===== src/rtl/jkff_bank_seq.sv =====
`default_nettype none
// ============================================================================
// Module   : jkff_bank_seq
// Purpose  : Command-driven sequencer for a bank of external JK flip-flops.
//            Accepts SET/CLR/TOGGLE/HOLD commands with a bit mask and repeat
//            count, drives the bank J/K vectors for that many clocks, tracks
//            the expected bank state and checks the bank Q against it.
// Revision : 1.0 - initial release
// ============================================================================
module jkff_bank_seq #(
  parameter int WIDTH = 4,
  parameter int CNT_W = 4
) (
  input  logic             clk,
  input  logic             rst,
  input  logic             cmd_valid,
  output logic             cmd_ready,
  input  logic [1:0]       cmd_op,
  input  logic [WIDTH-1:0] cmd_mask,
  input  logic [CNT_W-1:0] cmd_reps,
  output logic [WIDTH-1:0] j,
  output logic [WIDTH-1:0] k,
  input  logic [WIDTH-1:0] q,
  output logic             busy,
  output logic             done,
  output logic             err,
  output logic [WIDTH-1:0] exp_q
);

  // Opcode encoding of cmd_op
  localparam logic [1:0] c_OP_HOLD   = 2'b00;
  localparam logic [1:0] c_OP_SET    = 2'b01;
  localparam logic [1:0] c_OP_CLR    = 2'b10;
  localparam logic [1:0] c_OP_TOGGLE = 2'b11;

  localparam logic [CNT_W-1:0] c_REM_ZERO = '0;
  localparam logic [CNT_W-1:0] c_REM_ONE  = {{(CNT_W-1){1'b0}}, 1'b1};

  typedef enum logic [1:0] {
    ST_IDLE  = 2'd0,
    ST_APPLY = 2'd1,
    ST_CHECK = 2'd2
  } state_t;

  // Registered state
  state_t           r_state;
  logic [1:0]       r_op;
  logic [WIDTH-1:0] r_mask;
  logic [CNT_W-1:0] r_rem;
  logic [WIDTH-1:0] r_j;
  logic [WIDTH-1:0] r_k;
  logic [WIDTH-1:0] r_exp;
  logic             r_done;
  logic             r_err;

  // Next-state values
  state_t           w_state_nxt;
  logic [1:0]       w_op_nxt;
  logic [WIDTH-1:0] w_mask_nxt;
  logic [CNT_W-1:0] w_rem_nxt;
  logic [WIDTH-1:0] w_j_nxt;
  logic [WIDTH-1:0] w_k_nxt;
  logic [WIDTH-1:0] w_exp_nxt;
  logic             w_done_nxt;
  logic             w_err_nxt;
  logic             w_accept;

  // J drive for an op: only SET and TOGGLE raise J, and only on masked bits.
  function automatic logic [WIDTH-1:0] f_j(input logic [1:0] op, input logic [WIDTH-1:0] mask);
    f_j = ((op == c_OP_SET) || (op == c_OP_TOGGLE)) ? mask : '0;
  endfunction

  // K drive for an op: only CLR and TOGGLE raise K, and only on masked bits.
  function automatic logic [WIDTH-1:0] f_k(input logic [1:0] op, input logic [WIDTH-1:0] mask);
    f_k = ((op == c_OP_CLR) || (op == c_OP_TOGGLE)) ? mask : '0;
  endfunction

  // Reference model: the same update a JK flop performs for the given drive.
  function automatic logic [WIDTH-1:0] f_model(input logic [1:0] op,
                                               input logic [WIDTH-1:0] mask,
                                               input logic [WIDTH-1:0] cur);
    case (op)
      c_OP_SET:    f_model = cur | mask;
      c_OP_CLR:    f_model = cur & ~mask;
      c_OP_TOGGLE: f_model = cur ^ mask;
      default:     f_model = cur;
    endcase
  endfunction

  assign w_accept = cmd_valid && (r_state == ST_IDLE);

  // Next-state logic: handshake, apply sequencing, final check.
  always_comb begin
    w_state_nxt = r_state;
    w_op_nxt    = r_op;
    w_mask_nxt  = r_mask;
    w_rem_nxt   = r_rem;
    w_j_nxt     = '0;
    w_k_nxt     = '0;
    w_exp_nxt   = r_exp;
    w_done_nxt  = 1'b0;
    w_err_nxt   = r_err;

    case (r_state)
      ST_IDLE: begin
        if (w_accept) begin
          w_op_nxt   = cmd_op;
          w_mask_nxt = cmd_mask;
          w_rem_nxt  = cmd_reps;
          w_exp_nxt  = q;
          w_err_nxt  = 1'b0;
          if (cmd_reps != c_REM_ZERO) begin
            // J/K are registered, so they must be loaded at the accept edge
            // to be valid for the whole first APPLY cycle.
            w_state_nxt = ST_APPLY;
            w_j_nxt     = f_j(cmd_op, cmd_mask);
            w_k_nxt     = f_k(cmd_op, cmd_mask);
          end else begin
            w_state_nxt = ST_CHECK;
          end
        end
      end

      ST_APPLY: begin
        // The bank applies the current J/K at this edge; mirror it.
        w_exp_nxt = f_model(r_op, r_mask, r_exp);
        w_rem_nxt = r_rem - c_REM_ONE;
        if (r_rem <= c_REM_ONE) begin
          w_state_nxt = ST_CHECK;
        end else begin
          w_j_nxt = f_j(r_op, r_mask);
          w_k_nxt = f_k(r_op, r_mask);
        end
      end

      ST_CHECK: begin
        w_err_nxt   = (q != r_exp);
        w_done_nxt  = 1'b1;
        w_state_nxt = ST_IDLE;
      end

      default: begin
        w_state_nxt = ST_IDLE;
      end
    endcase
  end

  // State register with synchronous reset; reset discards any partial command.
  always_ff @(posedge clk) begin
    if (rst) begin
      r_state <= ST_IDLE;
      r_op    <= c_OP_HOLD;
      r_mask  <= '0;
      r_rem   <= '0;
      r_j     <= '0;
      r_k     <= '0;
      r_exp   <= '0;
      r_done  <= 1'b0;
      r_err   <= 1'b0;
    end else begin
      r_state <= w_state_nxt;
      r_op    <= w_op_nxt;
      r_mask  <= w_mask_nxt;
      r_rem   <= w_rem_nxt;
      r_j     <= w_j_nxt;
      r_k     <= w_k_nxt;
      r_exp   <= w_exp_nxt;
      r_done  <= w_done_nxt;
      r_err   <= w_err_nxt;
    end
  end

  assign cmd_ready = (r_state == ST_IDLE);
  assign busy      = (r_state == ST_APPLY) || (r_state == ST_CHECK);
  assign j         = r_j;
  assign k         = r_k;
  assign done      = r_done;
  assign err       = r_err;
  assign exp_q     = r_exp;

endmodule
`default_nettype wire


===== config.mk =====
export PLATFORM = sky130hd
export DESIGN_NAME = jkff_bank_seq
export DESIGN_NICKNAME = d
export VERILOG_FILES = /design/src/rtl/jkff_bank_seq.sv
export SDC_FILE = /design/constraint.sdc
export NUM_CORES = 1
export LEC_CHECK = 0
export BUFFER_PORTS_ARGS = -buffer_cell sky130_fd_sc_hd__buf_4
export CORE_MARGIN = 2
export CORE_UTILIZATION = 50
export DETAILED_ROUTE_END_ITERATION = 12
export GPL_ROUTABILITY_DRIVEN = 0
export PLACE_DENSITY_LB_ADDON = 0.15
export SYNTH_ARGS = -nofsm -noshare
export SYNTH_HDL_FRONTEND = slang
export SYNTH_SLANG_ARGS = --single-unit

===== constraint.sdc =====
create_clock -name clk -period 1.7 [get_ports clk]
set_input_delay 0.085 -clock clk [delete_from_list [all_inputs] [get_ports clk]]
set_output_delay 0.085 -clock clk [all_outputs]
set_load 0.005 [all_outputs]

==> flow_metrics.py <==
metrics = {
    "outcome": {
        "status": "completed",
    },
    "synthesis": {
        "async_flop_share": 0,
        "yosys.area.top_type": "dfxtp_1",
        "synth_area_leaders": "dfxtp_1 36%, ha_1 11%, mux2i_1 9.1%, nand2_1 6.8%, o22ai_1 3.9%",
        "synth.avg_cell_area_um2": 8.46,
        "ys.flop_type": "dfxtp_1",
        "synth-seq-cells": 26,
        "synth_top_area_frac": 0.364,
        "yosys_warnings": 0,
        "synthesis.nets": 199,
        "synth.distinct_cells": 29,
        "synthTopCellsByCount": "26 x dfxtp_1, 26 x nand2_1, 14 x inv_1, 13 x ha_1, 13 x mux2i_1",
        "seq_area_frac_synth": 0.364,
        "synth_edf_count": 0,
        "postSynthCellCount": 169,
        "synth_area_um2": 1430,
    },
    "finish": {
        "final_area_um2": 1760,
        "synthToLayoutAreaGrowth_pct": 23.1,
        "fin_cells": 231,
        "fin_nets": 231,
        "finish.utilization": 0.644,
        "antennaDiodeCount": 0,
        "drive_above_1_share": 0.210,
    },
    "worst_hold_path": {
        "hold_path_depth": 3,
        "min-delay-start": "cmd_mask[3]",
        "hp-class": "in2reg",
        "min_to": "r_mask[3]$_SDFFE_PP0P_",
    },
    "routing": {
        "routed_wl_um": 3100,
        "dr.pass1.iters": 4,
        "drc": 0,
        "vias": 1249,
        "first_iter_violations": 27,
        "antenna_left": 0,
        "drt-wirelength-per-cell_um": 13.4,
        "via_per_inst": 5.41,
    },
    "worst_setup_path": {
        "r2r_slack_ns": 0.14,
        "worstRegToRegCells": 6,
        "r2r-end": "j[2]$_SDFF_PP0_",
        "crit_required_ns": 1.95,
        "crit_path_end_kind": "flop",
        "timing.rr.start": "r_state[1]$_SDFFE_PP0P_",
        "crit_fanout": 10,
        "path_class": "reg2reg",
        "start_kind": "flop",
        "crit_arrival_ns": 1.81,
    },
    "cts": {
        "holdBufCountCts": 0,
        "cts_root_buf": "clkbuf_4",
        "cts_tree": "done",
        "htree_num_levels": 1,
        "cts_inserted_buffers": 3,
        "postCtsResizedCells": 0,
        "clock_latency_ns": 0.32,
        "cts_buffer_depth": 2,
        "clock_sinks": 26,
        "cts_setup_buffers": 0,
        "cts.clk_slew.worst_paths_ns": 0.14,
    },
    "sta": {
        "slew_violations": 0,
        "period_share": 0.917,
        "hold_viol": 0,
        "max_slew_margin": 0.751,
        "fin_crit_ns": 1.56,
        "fin_skew_ns": 0.00220,
        "setup_viol": 0,
        "fmax_ghz": 0.642,
        "finalSetupTns_ns": 0,
        "rsz0062_at_grt": "no",
        "tightest_slew_ns": 0.373,
    },
    "grt": {
        "grt_antenna_before_repair": 0,
        "grt_first_pass_wirelength_um": 5330,
        "grt_pass1_vias": 1218,
        "globalRouteOverflowTotal": 0,
        "grt_usage": 0.206,
        "grt_max_degree": 20,
    },
    "die": {
        "die_x_um": 57.5,
        "num_rows": 19,
        "fp.dieH_um": 57.5,
        "dieArea_um2": 3300,
        "start_util": 0.523,
        "core_area_um2": 2730,
        "num_io_pins": 33,
    },
    "power_and_ir_drop": {
        "p_per_area_nw_per_um2": 1040,
        "netSwitchingPower_uw": 600,
        "comb_power_share": 0.351,
        "total_power_mw": 1.83,
        "clkPwrFrac": 0.230,
        "p_leak_nw": 0.725,
        "ir_drop_mv": 0.715,
        "p_int_mw": 1.23,
        "seqPwrFrac": 0.419,
        "switching_share": 0.327,
    },
    "place": {
        "placed_cells": 227,
        "io_buffers": 32,
        "dp_hpwl_um": 2470,
        "place_area_um2": 1690,
    },
    "job": {
        "cap_violations": 0,
    },
}
==> per-stage QoR <==
step | setup slack [ns] | hold slack, ns
after floorplan | 0.284 | 0.221
after global placement | 0.195 | 0.359
after detailed placement | 0.107 | 0.362
after CTS | 0.0657 | 0.00475
after global routing | 0.0162 | 0.00639
final | 0.141 | 0.0105
==> per-layer routing <==
metal	vias to the layer above	track usage	wire length (um)
li1	640	-	-
met2	34	0.359	1470
met5	-	0	0
met1	573	0.259	1440
met3	2	0.0295	174
met4	0	0.0698	17
==> worst max path at each step <==
stage                            start                    end
3_3_place_gp   r_state[0]$_SDFFE_PP0P_  exp_q[0]$_SDFFE_PP0P_
3_5_place_dp   r_state[0]$_SDFFE_PP0P_  exp_q[3]$_SDFFE_PP0P_
6_report       r_state[1]$_SDFFE_PP0P_        j[2]$_SDFF_PP0_
2_1_floorplan  r_state[1]$_SDFFE_PP0P_  r_rem[1]$_SDFFE_PP0P_
5_1_grt        r_state[0]$_SDFFE_PP0P_  exp_q[0]$_SDFFE_PP0P_
4_1_cts        r_state[0]$_SDFFE_PP0P_        k[0]$_SDFF_PP0_
==> state kept, by name, indices dropped and copies added, names as in the netlist <==
register,cells
exp_q,4
j,4
k,4
r_mask,4
r_rem,4
r_op,2
r_state,2
done,1
err,1
==> cell families after synthesis <==
group | share of synthesized area
buffers and inverters | 0.0595
AND/OR/NAND/NOR | 0.181
flip-flops | 0.364
multiplexers | 0.101
adder cells (fa/ha/maj) | 0.114
AO/OA/AOI/OAI | 0.157
XOR/XNOR | 0.0245
==> worst max-delay path: stages, from the launching register on <==
cell and delay [ns]:
dfxtp_1 0.35, inv_1 0.08, ha_1 0.27, buf_4 0.21
o31a_1 0.22, nand2_1 0.13, o22ai_1 0.22
==> cells in the final DEF, fill, tap and decap left out, types with 2 or more instances in the layout <==
cell type,count
nor2_1,12
nand3b_1,2
o21ai_0,5
a21oi_1,9
inv_1,14
xnor2_1,4
dfxtp_1,26
nand3_1,5
o22ai_1,9
o31a_1,2
buf_4,34
mux2i_1,13
clkbuf_4,3
ha_1,12
a211oi_1,5
nand2_1,26
nor2b_1,6
==> area by class of cell <==
cell class / count / area [um2]
flip-flops and latches: 26 / 520
clock buffers: 3 / 22.5
inverters: 14 / 52.6
repair buffers: 34 / 255
multi-input cells: 122 / 841
well taps: 31 / 38.8
clock inverters: 1 / 30.0
fillers: 248 / 973
==> power groups by stage <==
stage                     Sequential (mW)  Clock [mW]  Combinational, mW
after CTS                           0.768       0.429              0.629
after global placement              0.776           0              0.597
final                               0.768       0.422              0.643
after floorplan                     0.754           0              0.436
after global routing                0.780       0.448              0.726
after detailed placement            0.780           0              0.626
Power figures use the tool's default switching activity.
